`src/rtl/alu_issue_if.sv`:
```
// Issue-side and ALU-side signals of alu_issue, grouped as one bundle.
// The slave modport is the issue block; the master is the requester plus external ALU.
interface alu_issue_if;
  logic        in_valid;
  logic        in_ready;
  logic [5:0]  opcode;
  logic [5:0]  funct;
  logic [31:0] op_a;
  logic [31:0] op_b;
  logic [3:0]  ctl;
  logic [31:0] alu_a;
  logic [31:0] alu_b;
  logic [31:0] alu_out;
  logic        alu_z;
  logic        out_valid;
  logic        out_ready;
  logic [31:0] result;
  logic        zero;
  logic        err;
  logic [31:0] hi;
  logic [31:0] lo;

  modport master (
    output in_valid, opcode, funct, op_a, op_b, alu_out, alu_z, out_ready,
    input  in_ready, ctl, alu_a, alu_b, out_valid, result, zero, err, hi, lo
  );
  modport slave (
    input  in_valid, opcode, funct, op_a, op_b, alu_out, alu_z, out_ready,
    output in_ready, ctl, alu_a, alu_b, out_valid, result, zero, err, hi, lo
  );
endinterface

```
`src/rtl/alu_issue.sv`:
```
// MIPS ALU issue stage: decodes ops to an external ALU, and runs iterative
// shift-add multiply / restoring divide into HI/LO.
module alu_issue (
  input  logic        clk,
  input  logic        rst_n,
  alu_issue_if.slave  io
);
  localparam logic [3:0] C_AND = 4'b0000, C_OR  = 4'b0001, C_ADD = 4'b0010,
                         C_SUB = 4'b0110, C_SLT = 4'b0111, C_NOR = 4'b1100,
                         C_XOR = 4'b1101;

  typedef enum logic [2:0] {IDLE, EXEC, MUL, DIV, DONE} state_t;
  typedef enum logic [2:0] {K_ALU, K_MUL, K_DIV, K_MFHI, K_MFLO, K_BAD} kind_t;

  state_t      state_q;
  logic [3:0]  ctl_q;
  logic [31:0] alu_a_q, alu_b_q, result_q, hi_q, lo_q, opnd_q, a_q;
  logic        zero_q, err_q, neg_q, rneg_q, dz_q;
  logic [4:0]  cnt_q;
  logic [63:0] work_q;

  kind_t       dec_kind;
  logic [3:0]  dec_ctl;
  logic        dec_sgn;

  always_comb begin
    dec_kind = K_BAD;
    dec_ctl  = C_ADD;
    dec_sgn  = 1'b0;
    if (io.opcode == 6'h00) begin
      case (io.funct)
        6'h20, 6'h21: begin dec_kind = K_ALU; dec_ctl = C_ADD; end
        6'h22, 6'h23: begin dec_kind = K_ALU; dec_ctl = C_SUB; end
        6'h24:        begin dec_kind = K_ALU; dec_ctl = C_AND; end
        6'h25:        begin dec_kind = K_ALU; dec_ctl = C_OR;  end
        6'h26:        begin dec_kind = K_ALU; dec_ctl = C_XOR; end
        6'h27:        begin dec_kind = K_ALU; dec_ctl = C_NOR; end
        6'h2A:        begin dec_kind = K_ALU; dec_ctl = C_SLT; end
        6'h18:        begin dec_kind = K_MUL; dec_sgn = 1'b1; end
        6'h19:        dec_kind = K_MUL;
        6'h1A:        begin dec_kind = K_DIV; dec_sgn = 1'b1; end
        6'h1B:        dec_kind = K_DIV;
        6'h10:        dec_kind = K_MFHI;
        6'h12:        dec_kind = K_MFLO;
        default:      dec_kind = K_BAD;
      endcase
    end else begin
      case (io.opcode)
        6'h08, 6'h09: begin dec_kind = K_ALU; dec_ctl = C_ADD; end
        6'h0A:        begin dec_kind = K_ALU; dec_ctl = C_SLT; end
        6'h0C:        begin dec_kind = K_ALU; dec_ctl = C_AND; end
        6'h0D:        begin dec_kind = K_ALU; dec_ctl = C_OR;  end
        6'h0E:        begin dec_kind = K_ALU; dec_ctl = C_XOR; end
        6'h04, 6'h05: begin dec_kind = K_ALU; dec_ctl = C_SUB; end
        default:      dec_kind = K_BAD;
      endcase
    end
  end

  // Iterate on magnitudes; signs are applied once on the final iteration.
  logic [31:0] a_abs, b_abs;
  assign a_abs = (dec_sgn && io.op_a[31]) ? -io.op_a : io.op_a;
  assign b_abs = (dec_sgn && io.op_b[31]) ? -io.op_b : io.op_b;

  logic [32:0] mul_sum, div_sh, div_diff;
  logic [63:0] mul_d, div_d, prod_fix;
  logic [31:0] quo_fix, rem_fix;
  assign mul_sum  = {1'b0, work_q[63:32]} + (work_q[0] ? {1'b0, opnd_q} : 33'd0);
  assign mul_d    = {mul_sum, work_q[31:1]};
  assign div_sh   = {work_q[63:32], work_q[31]};
  assign div_diff = div_sh - {1'b0, opnd_q};
  assign div_d    = div_diff[32] ? {div_sh[31:0], work_q[30:0], 1'b0}
                                 : {div_diff[31:0], work_q[30:0], 1'b1};
  assign prod_fix = neg_q  ? -mul_d : mul_d;
  assign quo_fix  = neg_q  ? -div_d[31:0]  : div_d[31:0];
  assign rem_fix  = rneg_q ? -div_d[63:32] : div_d[63:32];

  always_ff @(posedge clk or negedge rst_n) begin
    if (!rst_n) begin
      state_q  <= IDLE;
      ctl_q    <= C_ADD;
      alu_a_q  <= '0;
      alu_b_q  <= '0;
      result_q <= '0;
      zero_q   <= 1'b0;
      err_q    <= 1'b0;
      hi_q     <= '0;
      lo_q     <= '0;
      opnd_q   <= '0;
      a_q      <= '0;
      work_q   <= '0;
      cnt_q    <= '0;
      neg_q    <= 1'b0;
      rneg_q   <= 1'b0;
      dz_q     <= 1'b0;
    end else begin
      case (state_q)
        IDLE: if (io.in_valid) begin
          err_q <= 1'b0;
          cnt_q <= '0;
          case (dec_kind)
            K_ALU: begin
              ctl_q <= dec_ctl; alu_a_q <= io.op_a; alu_b_q <= io.op_b; state_q <= EXEC;
            end
            K_MUL: begin
              opnd_q  <= a_abs;
              work_q  <= {32'd0, b_abs};
              neg_q   <= dec_sgn & (io.op_a[31] ^ io.op_b[31]);
              state_q <= MUL;
            end
            K_DIV: begin
              opnd_q  <= b_abs;
              work_q  <= {32'd0, a_abs};
              neg_q   <= dec_sgn & (io.op_a[31] ^ io.op_b[31]);
              rneg_q  <= dec_sgn & io.op_a[31];
              dz_q    <= (io.op_b == '0);
              a_q     <= io.op_a;
              state_q <= DIV;
            end
            K_MFHI: begin result_q <= hi_q; zero_q <= (hi_q == '0); state_q <= DONE; end
            K_MFLO: begin result_q <= lo_q; zero_q <= (lo_q == '0); state_q <= DONE; end
            default: begin
              err_q <= 1'b1; result_q <= '0; zero_q <= 1'b1; state_q <= DONE;
            end
          endcase
        end
        EXEC: begin
          result_q <= io.alu_out;
          zero_q   <= io.alu_z;
          state_q  <= DONE;
        end
        MUL: begin
          work_q <= mul_d;
          cnt_q  <= cnt_q + 5'd1;
          if (cnt_q == 5'd31) begin
            {hi_q, lo_q} <= prod_fix;
            result_q <= '0; zero_q <= 1'b1; state_q <= DONE;
          end
        end
        DIV: begin
          work_q <= div_d;
          cnt_q  <= cnt_q + 5'd1;
          if (cnt_q == 5'd31) begin
            // Divide by zero still spends the full 32 iterations, then overrides.
            hi_q <= dz_q ? a_q : rem_fix;
            lo_q <= dz_q ? 32'hFFFF_FFFF : quo_fix;
            result_q <= '0; zero_q <= 1'b1; state_q <= DONE;
          end
        end
        DONE: if (io.out_ready) state_q <= IDLE;
        default: state_q <= IDLE;
      endcase
    end
  end

  assign io.in_ready  = (state_q == IDLE);
  assign io.out_valid = (state_q == DONE);
  assign io.ctl       = ctl_q;
  assign io.alu_a     = alu_a_q;
  assign io.alu_b     = alu_b_q;
  assign io.result    = result_q;
  assign io.zero      = zero_q;
  assign io.err       = err_q;
  assign io.hi        = hi_q;
  assign io.lo        = lo_q;
endmodule

```
`src/flat_wrapper.sv`:
```
// flat-port wrapper written by rule: the top's interface ports become plain ports
module alu_issue_flat 
  (clk, rst_n, io_in_valid, io_opcode, io_funct, io_op_a, io_op_b, io_alu_out, io_alu_z, io_out_ready, io_in_ready, io_ctl, io_alu_a, io_alu_b, io_out_valid, io_result, io_zero, io_err, io_hi, io_lo);
  alu_issue_if io_i ();
  input  logic clk;
  input  logic rst_n;
  input wire logic [$bits(io_i.in_valid)-1:0] io_in_valid;
  input wire logic [$bits(io_i.opcode)-1:0] io_opcode;
  input wire logic [$bits(io_i.funct)-1:0] io_funct;
  input wire logic [$bits(io_i.op_a)-1:0] io_op_a;
  input wire logic [$bits(io_i.op_b)-1:0] io_op_b;
  input wire logic [$bits(io_i.alu_out)-1:0] io_alu_out;
  input wire logic [$bits(io_i.alu_z)-1:0] io_alu_z;
  input wire logic [$bits(io_i.out_ready)-1:0] io_out_ready;
  output wire logic [$bits(io_i.in_ready)-1:0] io_in_ready;
  output wire logic [$bits(io_i.ctl)-1:0] io_ctl;
  output wire logic [$bits(io_i.alu_a)-1:0] io_alu_a;
  output wire logic [$bits(io_i.alu_b)-1:0] io_alu_b;
  output wire logic [$bits(io_i.out_valid)-1:0] io_out_valid;
  output wire logic [$bits(io_i.result)-1:0] io_result;
  output wire logic [$bits(io_i.zero)-1:0] io_zero;
  output wire logic [$bits(io_i.err)-1:0] io_err;
  output wire logic [$bits(io_i.hi)-1:0] io_hi;
  output wire logic [$bits(io_i.lo)-1:0] io_lo;
  assign io_i.in_valid = io_in_valid;
  assign io_i.opcode = io_opcode;
  assign io_i.funct = io_funct;
  assign io_i.op_a = io_op_a;
  assign io_i.op_b = io_op_b;
  assign io_i.alu_out = io_alu_out;
  assign io_i.alu_z = io_alu_z;
  assign io_i.out_ready = io_out_ready;
  assign io_in_ready = io_i.in_ready;
  assign io_ctl = io_i.ctl;
  assign io_alu_a = io_i.alu_a;
  assign io_alu_b = io_i.alu_b;
  assign io_out_valid = io_i.out_valid;
  assign io_result = io_i.result;
  assign io_zero = io_i.zero;
  assign io_err = io_i.err;
  assign io_hi = io_i.hi;
  assign io_lo = io_i.lo;
  alu_issue u_core (.clk(clk), .rst_n(rst_n), .io(io_i));
endmodule
```
`config.mk`:
```
export PLATFORM = sky130hd
export DESIGN_NAME = alu_issue_flat
export DESIGN_NICKNAME = d
export VERILOG_FILES = /design/src/rtl/alu_issue_if.sv /design/src/rtl/alu_issue.sv /design/src/flat_wrapper.sv
export SDC_FILE = /design/constraint.sdc
export NUM_CORES = 1
export LEC_CHECK = 0
export ABC_AREA = 0
export CORE_ASPECT_RATIO = 1.2
export CORE_MARGIN = 1.5
export CORE_UTILIZATION = 58
export DETAILED_ROUTE_END_ITERATION = 8
export PLACE_DENSITY = 0.94
export SLEW_MARGIN = 20
export SYNTH_ARGS = -nofsm -noshare
export SYNTH_HDL_FRONTEND = slang
export SYNTH_SLANG_ARGS = --single-unit
```
`constraint.sdc`:
```
create_clock -name clk -period 7.37 [get_ports clk]
set_clock_uncertainty 0.1 [all_clocks]
set_input_delay 1.1055 -clock clk [delete_from_list [all_inputs] [get_ports clk]]
set_output_delay 1.1055 -clock clk [all_outputs]
set_load 0.01 [all_outputs]
```
==> summary.md <==
| Metric | Value |
|---|---|
| Worst hold path type | `reg2reg` |
| First-pass GRT wire length | `129 mm` |
| Final setup fails | `0` |
| Slew HR | `26.9%` |
| Remaining Overflow, GRT | `0` |
| Hold Violations, Final | `0` |
| Max_cap viols | `0` |
| Worst-Skew Late Latency | `560 ps` |
| Average wire per standard cell | `24.6 um` |
| Synth Instances | `2,798` |
| Number of synthesized register bits | `305` |
| Highest clock rate | `171 MHz` |
| Flop pwr share | `25.3%` |
| R2r setup slk | `1510 ps` |
| Layout cells sized above 1 | `8.00%` |
| Dpl cell area | `0.0259 mm^2` |
| Initial Util | `58.9%` |
| Leakage | `11.1 nW` |
| Seq/Total Area, Yosys | `33.3%` |
| Main area contributors after synthesis | `dfrtp_1, o21ai_0, xnor2_1` |
| P&R area growth vs syn | `18.1%` |
| Place WS | `1660 ps` |
| Met3 Use GR | `11.4%` |
| Gr usage total | `41.3%` |
| Routed Antenna Nets | `0` |
| Syn avg cell area | `8.18 um^2` |
| Final worst slack | `1510 ps` |
| Cell variety after synth | `87` |
| Setup TNS | `0 ps` |
| Peak supply drop | `217 uV` |
| Vias | `23.7k` |
| DRT iter0 DRCs | `3,233` |
| Final wirelength | `86.0 mm` |
| Grt met2 use | `65.6%` |
| P_int | `5.50 mW` |
| Post-route minimum period | `5860 ps` |
| DP Wirelength | `63.8 mm` |
| Hold_buf cts | `0` |
| Total Die Area | `0.0407 mm^2` |
| Busiest grt layer | `met2` |
| GP Congestion | `1.05` |
| Initial antenna violation count | `2` |
| Core area | `0.0388 mm^2` |
| Power Total | `10.7 mW` |
| Port Buffer Count | `280` |
| Outcome | `completed` |
| Total Nets Final | `3,124` |
| Vias per std cell | `6.79` |
| Combinational share of power | `58.2%` |
| Max FO, Critical Path | `8` |
| Clock H-tree levels | `2` |
| DIE HEIGHT | `221 um` |
| Design area | `0.0270 mm^2` |
| Critical path class | `reg2reg` |
| Vias in the first global route | `22.3k` |
| Final core occ | `69.6%` |
| Post-route DRC violation count | `0` |
| Clock Tree Root | `clkbuf_16` |
| Most frequent cells in the layout | `nand2_1, dfrtp_1, clkdlybuf4s50_1, o21ai_0, nor2_1` |
| Final Max Slew Viols | `0` |
| Most common cell after layout, fill and taps aside | `nand2_1` |
| Primary FF master, synth | `dfrtp_1` |
| DRT Pass-1 Iters | `7` |
| Clock share of power | `16.5%` |
| IO Count | `281` |
| Final period utilization | `79.5%` |
| Crit path DAT | `6140 ps` |
| Crit start category | `flip-flop` |
| RSZ-0062 raised after global routing | `no` |
| Switching Share | `48.8%` |
| EDFF count, synth | `0` |
| Synth Cell Area | `0.0229 mm^2` |
| Synth area leader | `dfrtp_1` |
| Die W | `184 um` |
| CP endpoint kind | `flip-flop` |
| TritonCTS clock tree | `done` |
| Critical path required time | `7660 ps` |
| Pwr dens | `398 mW/mm^2` |
| GR Layer Usage met1 | `51.2%` |
| Largest net degree at the start of global routing | `181` |
| CTS Sinks | `305` |
| Ys async rst share | `100%` |
| Worst Max-Slew Pin Slew | `1090 ps` |
| Setup Buffers After CTS | `0` |
| Worst-case clock buffer depth | `3` |
| # resized after CTS | `0` |
| Switching pwr | `5.25 mW` |
| Rows | `79` |
| CTS Buf Count | `35` |
| Worst-path clk slew | `70 ps` |
| Post-synth top area share | `33.2%` |
| Mapped Nets | `2,984` |
| Warning count from the yosys run | `0` |
worst paths after layout:
| check | from | endpoint | cells past startpoint |
|---|---|---|---|
| max | u_core.work_q[31] | u_core.io.hi[30] | 21 |
| min | u_core.io.err | u_core.io.err | 2 |
| max reg2reg | u_core.work_q[31] | u_core.io.hi[30] | 21 |
| min reg2reg | u_core.io.err | u_core.io.err | 2 |
| max in group asynchronous | rst_n | u_core.a_q[21] | 2 |
| min in group asynchronous | rst_n | u_core.io.result[10] | 1 |
kinds of logic (layout without fill, tap and decap cells):
logic type / after synthesis / in the layout / share of synthesized area, %
fa+ha+maj: 73 / 73 / 4.06
flops: 305 / 305 / 33.3
mux: 155 / 155 / 7.30
buf+inv: 270 / 434 / 4.48
other cells: 0 / 1 / 0
xor+xnor: 231 / 231 / 8.84
compound gates: 898 / 898 / 24.4
simple gates: 866 / 866 / 17.5
flip-flops by register name, summed over array words and instances, names as in the netlist:
register / cells
u_core.state_q: 3
u_core.neg_q: 1
u_core.io.alu_b: 32
u_core.a_q: 32
u_core.cnt_q: 5
u_core.io.result: 32
u_core.io.hi: 32
u_core.opnd_q: 32
u_core.dz_q: 1
u_core.io.ctl: 4
u_core.rneg_q: 1
u_core.work_q: 64
u_core.io.err: 1
u_core.io.alu_a: 32
u_core.io.lo: 32
u_core.io.zero: 1
layout make-up:
cell class / count / area [um^2]
Fill cell: 3018 / 11800
Clock inverter: 16 / 171
Sequential cell: 305 / 7640
Clock buffer: 45 / 963
Antenna cell: 1 / 2.50
Multi-Input combinational cell: 2223 / 14300
Tap cell: 526 / 658
Timing Repair Buffer: 308 / 3030
Inverter: 65 / 244
worst max-delay path: stages, from the launching register on:
cell,delay [ps]
dfrtp_1,480
inv_1,140
ha_1,270
fa_1,410
nand2b_1,190
a211oi_2,410
o211ai_1,210
a2111oi_2,530
o21a_1,280
nor2_2,80
inv_2,120
nor2_1,50
a21oi_1,220
ha_1,250
nand3_1,140
nor3_1,230
a41oi_1,220
or2_2,400
or3_1,390
o21ai_0,240
xor2_1,180
o221ai_1,140
stage by stage:
stage | hold WS [ps] | std cells
6_report | 393 | 3489
5_1_grt | 423 | 3488
4_1_cts | 399 | 3488
3_5_place_dp | 384 | 3427
3_3_place_gp | 372 | 3427
2_1_floorplan | 342 | 2798
cells in the mapped netlist, types with 58 or more instances:
master,count
inv_1,63
mux2_2,96
o21ai_0,277
o211ai_1,58
xnor2_1,153
clkbuf_1,183
ha_1,71
mux2i_1,59
nand2_1,313
dfrtp_1,304
a211oi_1,69
nor2_1,242
xor2_1,78
a21oi_1,218
power by group through the flow:
stage	registers [mW]	clock network [mW]	logic (mW)
global route	2.73	1.84	6.72
finish	2.71	1.77	6.26
CTS	2.66	1.77	6.05
global placement	2.64	0	5.87
floorplan	2.41	0	4.28
detailed placement	2.68	0	6.01
per-layer routing:
| layer | wire length [um] | part of all wire (%) |
|---|---|---|
| met2 | 38200 | 44 |
| met1 | 32000 | 37 |
| met3 | 10700 | 12 |
| met4 | 4990 | 5.8 |
| met5 | 13 | 0.015 |
Note: power is estimated with default switching activity, not from simulation.
